**src/rtl/sa_pkg.sv**
```systemverilog
// Shared types and default sizing for the switch-allocator output port.
package sa_pkg;

   localparam int DEF_DATA_W  = 32;
   localparam int DEF_DEPTH   = 4;
   localparam int DEF_CREDITS = 4;

   typedef logic [DEF_DATA_W-1:0] flit_t;
   typedef logic [1:0]            grant_t;

endpackage

```
**src/rtl/sa_sync_fifo.sv**
```systemverilog
// Synchronous FIFO with occupancy count; caller never pushes when full or pops when empty.
module sa_sync_fifo #(
   parameter int DATA_W = 32,
   parameter int DEPTH  = 4
) (
   input  logic                       clk,
   input  logic                       rst_n,
   input  logic                       push,
   input  logic [DATA_W-1:0]          din,
   input  logic                       pop,
   output logic [DATA_W-1:0]          dout,
   output logic [$clog2(DEPTH+1)-1:0] count
);

   localparam int PTR_W = $clog2(DEPTH);

   logic [DATA_W-1:0] mem [DEPTH];
   logic [PTR_W-1:0]  wr_ptr;
   logic [PTR_W-1:0]  rd_ptr;

   always_ff @(posedge clk) begin
      if (!rst_n) begin
         wr_ptr <= '0;
         rd_ptr <= '0;
         count  <= '0;
      end else begin
         if (push) wr_ptr <= wr_ptr + 1'b1;
         if (pop)  rd_ptr <= rd_ptr + 1'b1;
         case ({push, pop})
            2'b10:   count <= count + 1'b1;
            2'b01:   count <= count - 1'b1;
            default: count <= count;
         endcase
      end
   end

   // Storage is data only, so it is left out of reset.
   always_ff @(posedge clk) begin
      if (push) mem[wr_ptr] <= din;
   end

   assign dout = mem[rd_ptr];

endmodule

```
**src/rtl/sa_out_port.sv**
```systemverilog
// Output port behind the 2x2 switch allocator: grant mux, FIFO, credit-gated output register.
// Optional sticky protocol-error flag and assertion enabled by SA_OUT_PORT_ERR_EN.
module sa_out_port
   import sa_pkg::*;
#(
   parameter int DATA_W  = DEF_DATA_W,
   parameter int DEPTH   = DEF_DEPTH,
   parameter int CREDITS = DEF_CREDITS
) (
   input  logic              clk,
   input  logic              rst_n,
   input  logic              req0,
   input  grant_t            grant,
   input  logic [DATA_W-1:0] din0,
   input  logic [DATA_W-1:0] din1,
   output logic              ack,
   output logic              out_valid,
   output logic [DATA_W-1:0] out_data,
   input  logic              out_credit,
   output logic              busy
`ifdef SA_OUT_PORT_ERR_EN
   ,
   output logic              err
`endif
);

   localparam int CNT_W = $clog2(DEPTH+1);
   localparam int CRD_W = $clog2(CREDITS+1);

   logic [CNT_W-1:0]  count;
   logic [CRD_W-1:0]  credit_cnt;
   logic [DATA_W-1:0] fifo_dout;
   logic [DATA_W-1:0] din_sel;
   logic              push;
   logic              pop;

   // ack depends on registers and rst_n only, never on grant, to keep the allocator loop open.
   assign ack     = rst_n & (count < CNT_W'(DEPTH));
   assign push    = ack & (grant != 2'b00);
   assign din_sel = grant[0] ? din0 : din1;
   assign pop     = (count != '0) & (credit_cnt != '0);
   assign busy    = (count != '0) | req0;

   sa_sync_fifo #(
      .DATA_W (DATA_W),
      .DEPTH  (DEPTH)
   ) u_fifo (
      .clk   (clk),
      .rst_n (rst_n),
      .push  (push),
      .din   (din_sel),
      .pop   (pop),
      .dout  (fifo_dout),
      .count (count)
   );

   always_ff @(posedge clk) begin
      if (!rst_n) begin
         out_valid <= 1'b0;
         out_data  <= '0;
      end else begin
         out_valid <= pop;
         if (pop) out_data <= fifo_dout;
      end
   end

   // A send and a return in the same cycle cancel; returns beyond CREDITS are dropped.
   always_ff @(posedge clk) begin
      if (!rst_n) begin
         credit_cnt <= CRD_W'(CREDITS);
      end else begin
         case ({pop, out_credit})
            2'b10:   credit_cnt <= credit_cnt - 1'b1;
            2'b01:   if (credit_cnt != CRD_W'(CREDITS)) credit_cnt <= credit_cnt + 1'b1;
            default: credit_cnt <= credit_cnt;
         endcase
      end
   end

`ifdef SA_OUT_PORT_ERR_EN
   logic err_evt;

   assign err_evt = (grant == 2'b11)
                  | ((grant != 2'b00) & ~ack)
                  | (out_credit & (credit_cnt == CRD_W'(CREDITS)));

   always_ff @(posedge clk) begin
      if (!rst_n)       err <= 1'b0;
      else if (err_evt) err <= 1'b1;
   end

   a_no_protocol_err: assert property (@(posedge clk) disable iff (!rst_n) !err_evt)
      else $warning("sa_out_port: illegal grant or credit event");
`endif

endmodule

```
**config.mk**
```make
export PLATFORM = sky130hd
export DESIGN_NAME = sa_out_port
export DESIGN_NICKNAME = d
export VERILOG_FILES = /design/src/rtl/sa_pkg.sv /design/src/rtl/sa_sync_fifo.sv /design/src/rtl/sa_out_port.sv
export SDC_FILE = /design/constraint.sdc
export NUM_CORES = 1
export LEC_CHECK = 0
export CAP_MARGIN = 10
export CORE_AREA = 2 2 113 115
export DETAILED_ROUTE_END_ITERATION = 8
export DIE_AREA = 0 0 115 117
export PLACE_DENSITY = 0.95
export SLEW_MARGIN = 20
export SYNTH_ARGS = -nofsm -noshare
export SYNTH_HDL_FRONTEND = slang
export SYNTH_HIERARCHICAL = 1
export SYNTH_SLANG_ARGS = --single-unit
```
**constraint.sdc**
```tcl
create_clock -name clk -period 4.9 [get_ports clk]
set_clock_uncertainty 0.2 [all_clocks]
set_input_delay 1.225 -clock clk [delete_from_list [all_inputs] [get_ports clk]]
set_output_delay 1.225 -clock clk [all_outputs]
set_load 0.1 [all_outputs]
```
==> qor.csv <==
metric,value,unit
# setup viols final,0,
maximum VDD drop,0.3132,mV
Inst Count DP,646,
slack of the critical path,1.215,ns
post-synthesis mux area share,0.1667,
RSZ-0062 raised after global routing,false,
period utilization,0.7521,
Sum Neg Setup Slack,0,ns
Tot Pwr,5.409,mW
DRC violations left,0,
sequential fraction of the synthesis area,0.6870,
Worst Path Max Fanout,48,
Fmax,271.4,MHz
"most used cell, CP",buf_4,
Compound-Gate Fraction of Synth Area,0.04420,
fraction of registers with async set or reset after synthesis,0,
Post-Synth XOR/XNOR Area,0.007609,
"flops & latches, synth",173,
PwrDens,629.4,nW/um^2
GRT Resource Usage Total,0.2143,
Hold Crit Start,out_data[18],
"Worst Path Class, Setup",in -> out,
average cell area after synthesis,16.85,um^2
Setup crit end kind,output port,
Detailed Route WL,13660,um
Resize count post-CTS,0,
share of post-route cells with drive strength above 1,0.2068,
Syn Nets,487,
Final Max Tran Viols,0,
num rows,41,
WL/cell,20.17,um
fin nets,592,
Top delay family on crit path,buffers and inverters,
n_diodes,0,
Post-Synth Simple-Gate Area,0.05453,
post-route cell area,8593,um^2
I/O Buffers,104,
"EDFF count, synth",128,
First-pass DRT Iterations,4,
post-DP HPWL,7848,um
number of global-route vias before repair,3892,
Syn. warnings,6,
Placed Area,7998,um^2
Skew-Pair Late Insertion Delay,0.41,ns
main combinational cell family by area after synthesis,multiplexers,
CP bufs+invs,3,
final count of hold timing violations,0,
worst-margin pin slew,1.004,ns
"Min Clock Period, post-route",3.685,ns
Final Util,0.6980,
Synth cell types,32,
MaxCap Viol Count,0,
Post-CTS Setup Repair Bufs,0,
GP Congestion,0.7150,
Crit. Startpoint,rst_n,
gr ovfl total,0,
leak pwr,2.899,nW
die height,117,um
CTS tree,built,
H-tree depth,4,
Hold Path Class,reg -> reg,
Worst EP required,3.47,ns
Setup Slack @ Placement,1.092,ns
outcome,finished clean,
ys flop type,edfxtp_1,
crit path cell chain,buf_2 > buf_4 > nor2b_1 > buf_4,
vias per cell,5.657,
CTS Buf Count,17,
CTS Hold Bufs,0,
crit path DAT,2.26,ns
WHS,0.2622,ns
largest net degree at the start of global routing,49,
Core Region,12310,um^2
Sequential Area,4750,um^2
Initial Util,0.5610,
Detail Route Antenna Nets,0,
io pins,105,
type of element launching the critical path,input pin,
number of clock sinks,173,
Non-Filler Instances,677,
Critical R2R Launch,u_fifo/count[1],
"CTS clk-pin slew, worst paths",0.06,ns
Die ar.,13460,um^2
initial antenna violation count,0,
slowest cell on the critical path,buf_4,
Area Overhead vs Synth,24.42,%
"slowest stage delay, CP",0.40,ns
first-pass GRT wire length,20930,um
Die X,115,um
first-iteration detailed-routing DRC count,259,
Multi-input gate area,1993,um^2
Fillers,786,
Gate Count Post-Synth,410,
area of the mapped netlist,6907,um^2
synthesized-area fraction occupied by adder cells,0.01486,
via count,3830,
clk buf depth,2,
Root Buffer,clkbuf_16,
Worst slew margin,0.3286,
[cell type report]
class / instances / area share
flip-flops and latches: 173 / 0.5527
multi-input cells: 211 / 0.2319
repair buffers: 107 / 0.1220
clock buffers: 17 / 0.04950
well taps: 150 / 0.02184
clock inverters: 14 / 0.01951
inverters: 5 / 0.002475
[cells in the mapped netlist, types with 2 or more instances]
cell type | count | area, um^2
a21boi_0 | 33 | 247.7
buf_12 | 3 | 60.06
inv_1 | 4 | 15.01
ha_1 | 5 | 62.56
xor2_1 | 2 | 17.52
buf_2 | 5 | 25.02
mux2_2 | 33 | 371.6
mux4_1 | 2 | 52.55
edfxtp_1 | 128 | 3844
and2_1 | 10 | 62.56
xnor2_1 | 4 | 35.03
buf_4 | 3 | 22.52
clkbuf_1 | 9 | 33.78
or3_1 | 2 | 12.51
nor2b_1 | 3 | 18.77
mux4_2 | 30 | 675.7
mux2i_1 | 4 | 40.04
fa_1 | 2 | 40.04
nand2_1 | 71 | 266.5
dfxtp_1 | 45 | 900.9
[cells by family after synthesis]
logic type | after synthesis
DFF | 173
and+or+nand+nor | 89
muxes | 70
AOI/OAI and AO/OA | 39
buffers and inverters | 26
adders and majority gates | 7
xor gates and xnor gates | 6
[registers in the layout, indices dropped and copies added (netlist names), named ones only]
name,count
out_data,32
credit_cnt,3
u_fifo/mem,128
u_fifo/count,3
u_fifo/rd_ptr,2
out_valid,1
u_fifo/wr_ptr,2
[layer usage]
metal	track usage	vias up	part of all wire
met4	0.08273	0	0.017
met2	0.3753	143	0.52
li1	-	1752	-
met3	0.05046	20	0.051
met5	0	-	0
met1	0.2605	1915	0.41
[path summary, 6_finish.rpt]
path         cells after the start  slack [ns]       endpoint
max reg2reg                      8        2.14  credit_cnt[2]
min reg2reg                      2        0.26   out_data[18]
min                              2        0.26   out_data[18]
max                              4        1.21            ack
[power by group]
group / internal (mW) / switching [mW] / leakage, nW
clock: 0.802 / 0.544 / 0.288
combinational: 0.664 / 1.37 / 1.07
sequential: 1.81 / 0.214 / 1.54
total: 3.28 / 2.13 / 2.90
[cells in the final DEF, fill, tap and decap left out, types with 2 or more instances in the layout]
master and count:
fa_1 2, and2_1 6, a21boi_0 33, mux2i_1 4, buf_2 2, clkinvlp_4 2, inv_1 4, mux2_2 33
edfxtp_1 128, dfxtp_1 43, bufinv_16 3, clkbuf_16 17, xor2_1 2, clkdlybuf4s50_1 100, ha_1 5, clkinv_2 3
mux4_2 30, nor2b_1 3, mux4_1 2, or3_1 2, and2_2 4, inv_6 4, xnor2_1 4, nand2_1 71
buf_4 5
[worst reg2reg max path: stages, from the launching register on]
cell     delay, ns
dfxtp_1       0.34
or3_1         0.44
o31ai_4       0.10
buf_4         0.43
nand2_1       0.13
fa_1          0.41
o311a_1       0.13
mux2i_1       0.14
mux2_1        0.33
No activity file was read; power rests on OpenSTA's default activity.
